===== config.mk =====
export PLATFORM = sky130hd
export DESIGN_NAME = dmi_req_sequencer
export DESIGN_NICKNAME = d
export VERILOG_FILES = /design/src/rtl/dmi_req_sequencer.sv
export SDC_FILE = /design/constraint.sdc
export NUM_CORES = 1
export LEC_CHECK = 0
export CAP_MARGIN = 20
export CORE_UTILIZATION = 43
export DETAILED_ROUTE_END_ITERATION = 12
export PLACE_DENSITY = 0.8
export SYNTH_ARGS = -nofsm -noshare
export SYNTH_HDL_FRONTEND = slang
export SYNTH_SLANG_ARGS = --single-unit

===== constraint.sdc =====
create_clock -name dm_clk_i -period 1.4 [get_ports dm_clk_i]
set_input_delay 0.21 -clock dm_clk_i [delete_from_list [all_inputs] [get_ports dm_clk_i]]
set_output_delay 0.21 -clock dm_clk_i [all_outputs]
set_load 0.02 [all_outputs]

===== src/rtl/dmi_req_sequencer.sv =====
// dmi_req_sequencer
//   Sequences DMI transactions between the JTAG DMI data register and the
//   debug module's request/response handshake. A DR update issues at most one
//   request. The request is held until the DM accepts it. The response is then
//   latched for the next DR capture. The sticky dmistat error (failed/busy) is
//   kept here, along with the dmireset / dmihardreset handling.
//
// Ports
//   dm_clk_i, dm_rst_ni        clock, async active-low reset
//   update_dr_i, capture_dr_i  DR update / capture pulses (dm_clk_i domain)
//   dr_op_i/addr_i/data_i      DR fields (op: 0 NOP, 1 READ, 2 WRITE, 3 rsvd)
//   dmireset_i                 pulse, clears sticky error
//   dmihardreset_i             pulse, aborts transaction and clears state
//   dmi_req_*                  request channel toward the DM
//   dmi_resp_*                 response channel from the DM
//   dmi_rst_no                 one-cycle active-low reset toward the DM
//   capture_op/addr/data_o     values loaded into the DR on capture
//   dmistat_o                  sticky error for dtmcs.dmistat
//   busy_o                     transaction in flight
//
// state     | meaning
// ----------+-----------------------------------------------------------
// IDLE      | no transaction; DR updates may issue a request
// REQ       | request valid, payload held until the DM raises ready
// WAIT_RESP | request accepted, response ready high until a response

module dmi_req_sequencer #(
   parameter int AddrWidth = 7,
   parameter int DataWidth = 32
) (
   input  logic                 dm_clk_i,
   input  logic                 dm_rst_ni,
   input  logic                 update_dr_i,
   input  logic                 capture_dr_i,
   input  logic [1:0]           dr_op_i,
   input  logic [AddrWidth-1:0] dr_addr_i,
   input  logic [DataWidth-1:0] dr_data_i,
   input  logic                 dmireset_i,
   input  logic                 dmihardreset_i,
   output logic                 dmi_req_valid_o,
   input  logic                 dmi_req_ready_i,
   output logic [1:0]           dmi_req_op_o,
   output logic [AddrWidth-1:0] dmi_req_addr_o,
   output logic [DataWidth-1:0] dmi_req_data_o,
   input  logic                 dmi_resp_valid_i,
   output logic                 dmi_resp_ready_o,
   input  logic [DataWidth-1:0] dmi_resp_data_i,
   input  logic [1:0]           dmi_resp_resp_i,
   output logic                 dmi_rst_no,
   output logic [1:0]           capture_op_o,
   output logic [AddrWidth-1:0] capture_addr_o,
   output logic [DataWidth-1:0] capture_data_o,
   output logic [1:0]           dmistat_o,
   output logic                 busy_o
);

   localparam logic [1:0] OP_READ     = 2'd1;
   localparam logic [1:0] OP_WRITE    = 2'd2;
   localparam logic [1:0] RESP_FAILED = 2'd2;
   localparam logic [1:0] RESP_BUSY   = 2'd3;

   typedef enum logic [1:0] {
      IDLE      = 2'd0,
      REQ       = 2'd1,
      WAIT_RESP = 2'd2
   } state_e;

   state_e               state;
   logic [1:0]           req_op;
   logic [AddrWidth-1:0] req_addr;
   logic [DataWidth-1:0] req_data;
   logic [AddrWidth-1:0] cap_addr;
   logic [DataWidth-1:0] cap_data;
   logic [1:0]           dmistat;
   logic                 dmi_rst_q;

   logic [1:0] stat_clr;
   logic [1:0] stat_next;
   logic       busy_err;
   logic       resp_fire;
   logic       resp_err;
   logic       issue;

   // dmireset is applied before any new error or update in the same cycle,
   // so an update arriving together with the clear is accepted.
   always_comb begin
      stat_clr  = dmireset_i ? 2'd0 : dmistat;
      busy_err  = (state != IDLE) && (update_dr_i || capture_dr_i);
      resp_fire = (state == WAIT_RESP) && dmi_resp_valid_i;
      resp_err  = resp_fire &&
                  ((dmi_resp_resp_i == RESP_FAILED) || (dmi_resp_resp_i == RESP_BUSY));
      issue     = (state == IDLE) && update_dr_i && (stat_clr == 2'd0) &&
                  ((dr_op_i == OP_READ) || (dr_op_i == OP_WRITE));

      // First nonzero code wins; a pending error is never overwritten.
      stat_next = stat_clr;
      if (stat_clr == 2'd0) begin
         if (busy_err) begin
            stat_next = RESP_BUSY;
         end else if (resp_err) begin
            stat_next = dmi_resp_resp_i;
         end
      end
   end

   always_ff @(posedge dm_clk_i or negedge dm_rst_ni) begin
      if (!dm_rst_ni) begin
         state     <= IDLE;
         req_op    <= '0;
         req_addr  <= '0;
         req_data  <= '0;
         cap_addr  <= '0;
         cap_data  <= '0;
         dmistat   <= '0;
         dmi_rst_q <= 1'b1;
      end else if (dmihardreset_i) begin
         state     <= IDLE;
         req_op    <= '0;
         req_addr  <= '0;
         req_data  <= '0;
         cap_addr  <= '0;
         cap_data  <= '0;
         dmistat   <= '0;
         dmi_rst_q <= 1'b0;
      end else begin
         dmi_rst_q <= 1'b1;
         dmistat   <= stat_next;
         case (state)
            IDLE: begin
               if (issue) begin
                  req_op   <= dr_op_i;
                  req_addr <= dr_addr_i;
                  req_data <= dr_data_i;
                  state    <= REQ;
               end
            end
            REQ: begin
               if (dmi_req_ready_i) begin
                  state <= WAIT_RESP;
               end
            end
            WAIT_RESP: begin
               if (resp_fire) begin
                  cap_addr <= req_addr;
                  // A write reports its own data back on the next capture.
                  cap_data <= (req_op == OP_READ) ? dmi_resp_data_i : req_data;
                  state    <= IDLE;
               end
            end
            default: state <= IDLE;
         endcase
      end
   end

   assign dmi_req_valid_o  = (state == REQ);
   assign dmi_resp_ready_o = (state == WAIT_RESP);
   assign dmi_req_op_o     = req_op;
   assign dmi_req_addr_o   = req_addr;
   assign dmi_req_data_o   = req_data;
   assign dmi_rst_no       = dmi_rst_q;
   assign capture_op_o     = (state == IDLE) ? dmistat : RESP_BUSY;
   assign capture_addr_o   = cap_addr;
   assign capture_data_o   = cap_data;
   assign dmistat_o        = dmistat;
   assign busy_o           = (state != IDLE);

endmodule


**Yosys cells after proc, flatten, opt, wreduce, memory -nomap -nowiden**

Cells that the tools add are included.

- Multiplexer cells: 28
- Reduce and logical (&&, ||, !) cells: 19
- Equality and inequality tests: 10

Operators by type and width:

| cell | number |
|---|---|
| 32-bit 2-to-1 mux | 7 |
| 7-bit 2-to-1 mux | 6 |
| 2-bit 2-to-1 mux | 13 |
| 2-bit nonzero test | 5 |
| 2-bit equality test (second input constant) | 4 |
| 2-bit by 1-bit equality test with 1-bit output (second input constant) | 3 |
| 1-bit logical AND | 6 |
| 3-bit by 2-bit inequality test with 1-bit output (second input constant) | 2 |
| 2-bit one-hot mux with 3 select lines | 1 |
| 2-bit zero test | 2 |
| 2-bit AND reduction | 2 |
| 1-bit logical OR | 3 |
| 3-bit inequality test (second input constant) | 1 |
| 3-bit AND reduction | 1 |
| 1-bit 2-to-1 mux | 1 |

- Word-level logic and storage cells: 65
- Bits in registers: 85
- Output and inout port bits: 88

**Depth between registers and ports, before layout**

- Word-level depth: 7
- Gate-level depth with buffers: 6
- Depth with buffers taken out: 4

**Worst setup path before layout**

No wires, ideal clock.

- Path type: reg2reg
- Start point: register req_op[0] (netlist: dmi_req_op_o[0])
- End point: register cap_data[10] (netlist: capture_data_o[10])
- Setup time: 0.150 ns
- Arrival time: 1.215 ns
- Path slack: 0.035 ns
- Clock period less this slack: 1.365 ns
- Buffers on the path: 2
- Stages on the path, launching flop included: 6
- Cells stage by stage: dfrtp_1 nor2b_1 buf_4 buf_4 mux2i_1 a211oi_2

- Word-level cells in the longest chain between the ends: 5

RTL lines:

| element | RTL line | text |
|---|---|---|
| start, declared | 69 | `logic [1:0] req_op;` |
| start signal, assigned | 131 | `req_op <= dr_op_i;` |
| 2-bit by 1-bit equality test with 1-bit output | 146 | `cap_data <= (req_op == OP_READ) ? dmi_resp_data_i : req_data;` |
| 32-bit 2-to-1 mux | 146 |  |
| 32-bit 2-to-1 mux | 143 | `if (resp_fire) begin` |
| 32-bit 2-to-1 mux | 128 | `case (state)` |
| 32-bit 2-to-1 mux | 116 | `end else if (dmihardreset_i) begin` |
| end signal, assigned | 146 |  |
| end, declared | 73 | `logic [DataWidth-1:0] cap_data;` |

No other way between the ends. The select of a mux whose other input is x is not followed.
A chain may end at the register's enable or synchronous reset.

**Final worst setup path**

- Start point: register state[1]
- End point: register cap_data[8] (netlist: capture_data_o[8])

- Word-level cells in the longest chain between the ends: 4
- Elaborated cells on any way between the ends: 5

RTL lines:

| element | RTL line | text |
|---|---|---|
| start, declared | 68 | `state_e state;` |
| start signal, assigned | 108 | `state <= IDLE;` |
| start signal, assigned | 117 | `state <= IDLE;` |
| start signal, assigned | 134 | `state <= REQ;` |
| 2-bit equality test * | 89, 128 |  |
| 1-bit logical AND | 89 | `resp_fire = (state == WAIT_RESP) && dmi_resp_valid_i;` |
| 2-bit nonzero test (no line) | n/a |  |
| 2-bit AND reduction (no line) * | n/a |  |

Mark *: on every way between the ends. The rest lies on a longest branch, timed or not.

==> run_results.csv <==
group,metric,value,unit
timing,setup_violations,80,
layout,drive_above_1_share,0.189,
floorplanning,rows,35,
place,io_buffers,170,
cts,cts_root_buffer,"clkbuf_8",
run_status,violations,"setup timing",
place,dp_cells,674,
cts,clock_path_buffers,2,
cts,cts_buffers,9,
setup_path,path_max_fanout,36,
detailed_routing,wirelength,11400,um
timing,fmax,0.640,GHz
power_and_ir_drop,irDropWorstVdd,0.000421,V
place,gp_congestion,0.906,
setup_path,crit_arrival,1.82,ns
timing,whs,0.246,ns
timing,post-route-period-util,1.12,
cts,clk_latency,0.34,ns
timing,min_period,1.56,ns
yosys,yosys_warnings,0,
detailed_routing,viasPerCell,5.01,
global_routing,grt_use_total,0.231,
floorplanning,die_x,101,um
layout,n_antenna_cell,0,
layout,syn2layout_area_growth,53.1,%
timing,finalWorstSetupSlack,-0.162,ns
timing,drv_slew,0,
floorplanning,initial_utilization,0.450,
global_routing,grt_first_pass_wirelength,17900,um
power_and_ir_drop,total_power,5.64,mW
setup_path,crit_path_start_kind,"register",
cts,htree_levels,3,
timing,timing_hold_violations_final,0,
detailed_routing,final_antenna_net_count,0,
global_routing,grt_max_degree,86,
place,dpl.hpwl,7530,um
cts,path_clk_slew,0.09,ns
yosys,syn_avg_cell_area,10.9,um2
cts,clock-sinks,85,
global_routing,overflow,0,
yosys,yosysTopAreaCellShare,0.501,
power_and_ir_drop,cellPowerDensity,878,nW/um2
global_routing,antenna_found_initial,0,
power_and_ir_drop,power_leakage,2.98,nW
timing,rsz0062_at_grt,"true",
yosys,syn_area,4200,um2
run,cap_violations,0,
layout,fin_nets,651,
yosys,synth.yosys.seq_area_share,0.507,
yosys,synth_cell_type_count,27,
global_routing,grt_pass1_vias,3479,
detailed_routing,num_vias,3511,
layout,finalNonFillerCells,701,
place,pre_cts_slack,-0.378,ns
timing,relSlewSlack,0.681,
floorplanning,die_area,10200,um2
yosys,syn-instance-count,384,
layout,nFillCells,771,
floorplanning,ios,171,
timing,worstMarginPinSlew,0.479,ns
floorplanning,die_h,101,um
timing,skew,0.0125,ns
setup_path,path_class,"reg2reg",
detailed_routing,wl_per_cell,16.3,um
yosys,ys_ff_latch,85,
run_status,outcome,"complete, but fails checks",
detailed_routing,drt-pass1-iter-count,4,
cts,cts_tree,"done",
yosys,syn_nets,467,
detailed_routing,drtIter0Drc,96,
yosys,yosysTopAreaCell,"dfrtp_1",
floorplanning,fp.coreArea,9330,um2
yosys,synth_area_leaders,"dfrtp_1 50%, mux2i_1 17%, a211oi_2 9.2%",
setup_path,end_kind,"register",
setup_path,required,1.65,ns
hold_path,hp-class,"in2reg",
detailed_routing,drc,0,
-- worst paths after layout --
| kind | from | end | slack (ns) | cells past startpoint |
|---|---|---|---|---|
| max | state[1] | capture_data_o[8] | -0.16 | 6 |
| max in group asynchronous | dm_rst_ni | state[0] | 0.57 | 3 |
| max reg2reg | state[1] | capture_data_o[8] | -0.16 | 6 |
| min in group asynchronous | dm_rst_ni | capture_data_o[17] | 0.41 | 3 |
| min reg2reg | capture_addr_o[3] | capture_addr_o[3] | 0.53 | 2 |
| min | dmihardreset_i | dmi_rst_no | 0.25 | 3 |
-- area by class of cell --
class | instances | area, um2 | share of cell area
timing repair buffer | 205 | 2050 | 0.319
sequential | 85 | 2130 | 0.332
multi-input combinational | 264 | 1890 | 0.294
inverter | 3 | 11.3 | 0.00175
tap | 129 | 161 | 0.0251
clock buffer | 10 | 128 | 0.0199
clock inverter | 5 | 52.6 | 0.00818
-- cell usage in the layout, fill, tap and decap left out, types with 3 or more instances in the layout --
cell type        netlist  layout
nand2_1               96      96
dfrtp_1               84      82
clkdlybuf4s50_1        0      80
dlygate4sd2_1          0      80
mux2i_1               73      71
nor2_1                34      32
a211oi_2              31      31
buf_4                  8      18
buf_12                 0      12
clkbuf_8               0       9
buf_6                  6       8
a21oi_1                9       5
a21oi_2                0       4
nand2b_1               3       3
clkinv_2               0       3
-- synth_stat cells --
library cell,n
dfstp_2,1
o311ai_0,2
a211oi_2,31
a21oi_1,9
nand4b_1,1
inv_1,3
buf_8,4
buf_2,5
nor2_1,34
a211oi_1,2
a22oi_1,1
buf_4,8
o21bai_1,1
buf_1,2
clkbuf_1,7
and4_1,1
mux2i_1,73
buf_6,6
dfrtp_1,84
xor2_1,1
or3_1,2
nand2b_1,3
nand2_1,96
and3b_1,2
nand3b_1,1
nor2b_1,3
and4b_1,1
-- power by group --
part	leakage (nW)	internal (mW)	switching (mW)
combinational	1.72	0.680	0.642
sequential	1.16	2.56	0.0928
clock	0.0919	0.808	0.860
total	2.98	4.05	1.60
-- metrics by stage --
step                      setup TNS, ns  cell area [um2]   util
after CTS                         -7.92             6460  0.693
after detailed placement         -18.83             6100  0.654
after global placement           -16.14             6100  0.654
final                             -6.45             6420  0.689
after global routing             -10.96             6420  0.689
after floorplan                       0             4200      -
-- registers in the layout, indices dropped and copies added, names as in the netlist --
register        count
dmi_req_addr_o      7
capture_data_o     32
capture_addr_o      7
dmistat_o           2
dmi_req_data_o     32
dmi_req_op_o        2
dmi_rst_no          1
state               2
-- logic make-up (layout without fill, tap and decap cells) --
kind of cell	Yosys count	after routing	synth area share
and+or+nand+nor	144	144	0.141
DFF	85	85	0.507
muxes	73	73	0.174
AOI/OAI and AO/OA	46	46	0.114
buffers and inverters	35	223	0.0614
xor gates and xnor gates	1	1	0.00209
-- routing by layer --
metal | share of wire | vias up | GRT usage
li1 | - | 1671 | -
met1 | 0.43 | 1696 | 0.286
met2 | 0.49 | 125 | 0.390
met3 | 0.070 | 19 | 0.0541
met4 | 0.018 | 0 | 0.0892
met5 | 0 | - | 0
-- timing repair --
| item | CTS | global route |
|---|---|---|
| setup endpoints to repair | 133 | 90 |
| cloned | 5 | 0 |
| gates resized for setup | 130 | 18 |
| endpoints found under the hold margin | 84 | 0 |
| hold buffers | 1 | 0 |
| pin swaps | 2 | 3 |
| buffers inserted | 8 | 1 |
-- critical path: stages (launching register included) --
cell and delay, ns:
dfrtp_2 0.44, buf_4 0.15, buf_4 0.13, and3b_2 0.26
buf_12 0.19, buf_4 0.15, a211oi_2 0.17
Note: power is estimated with default switching activity, not from simulation.
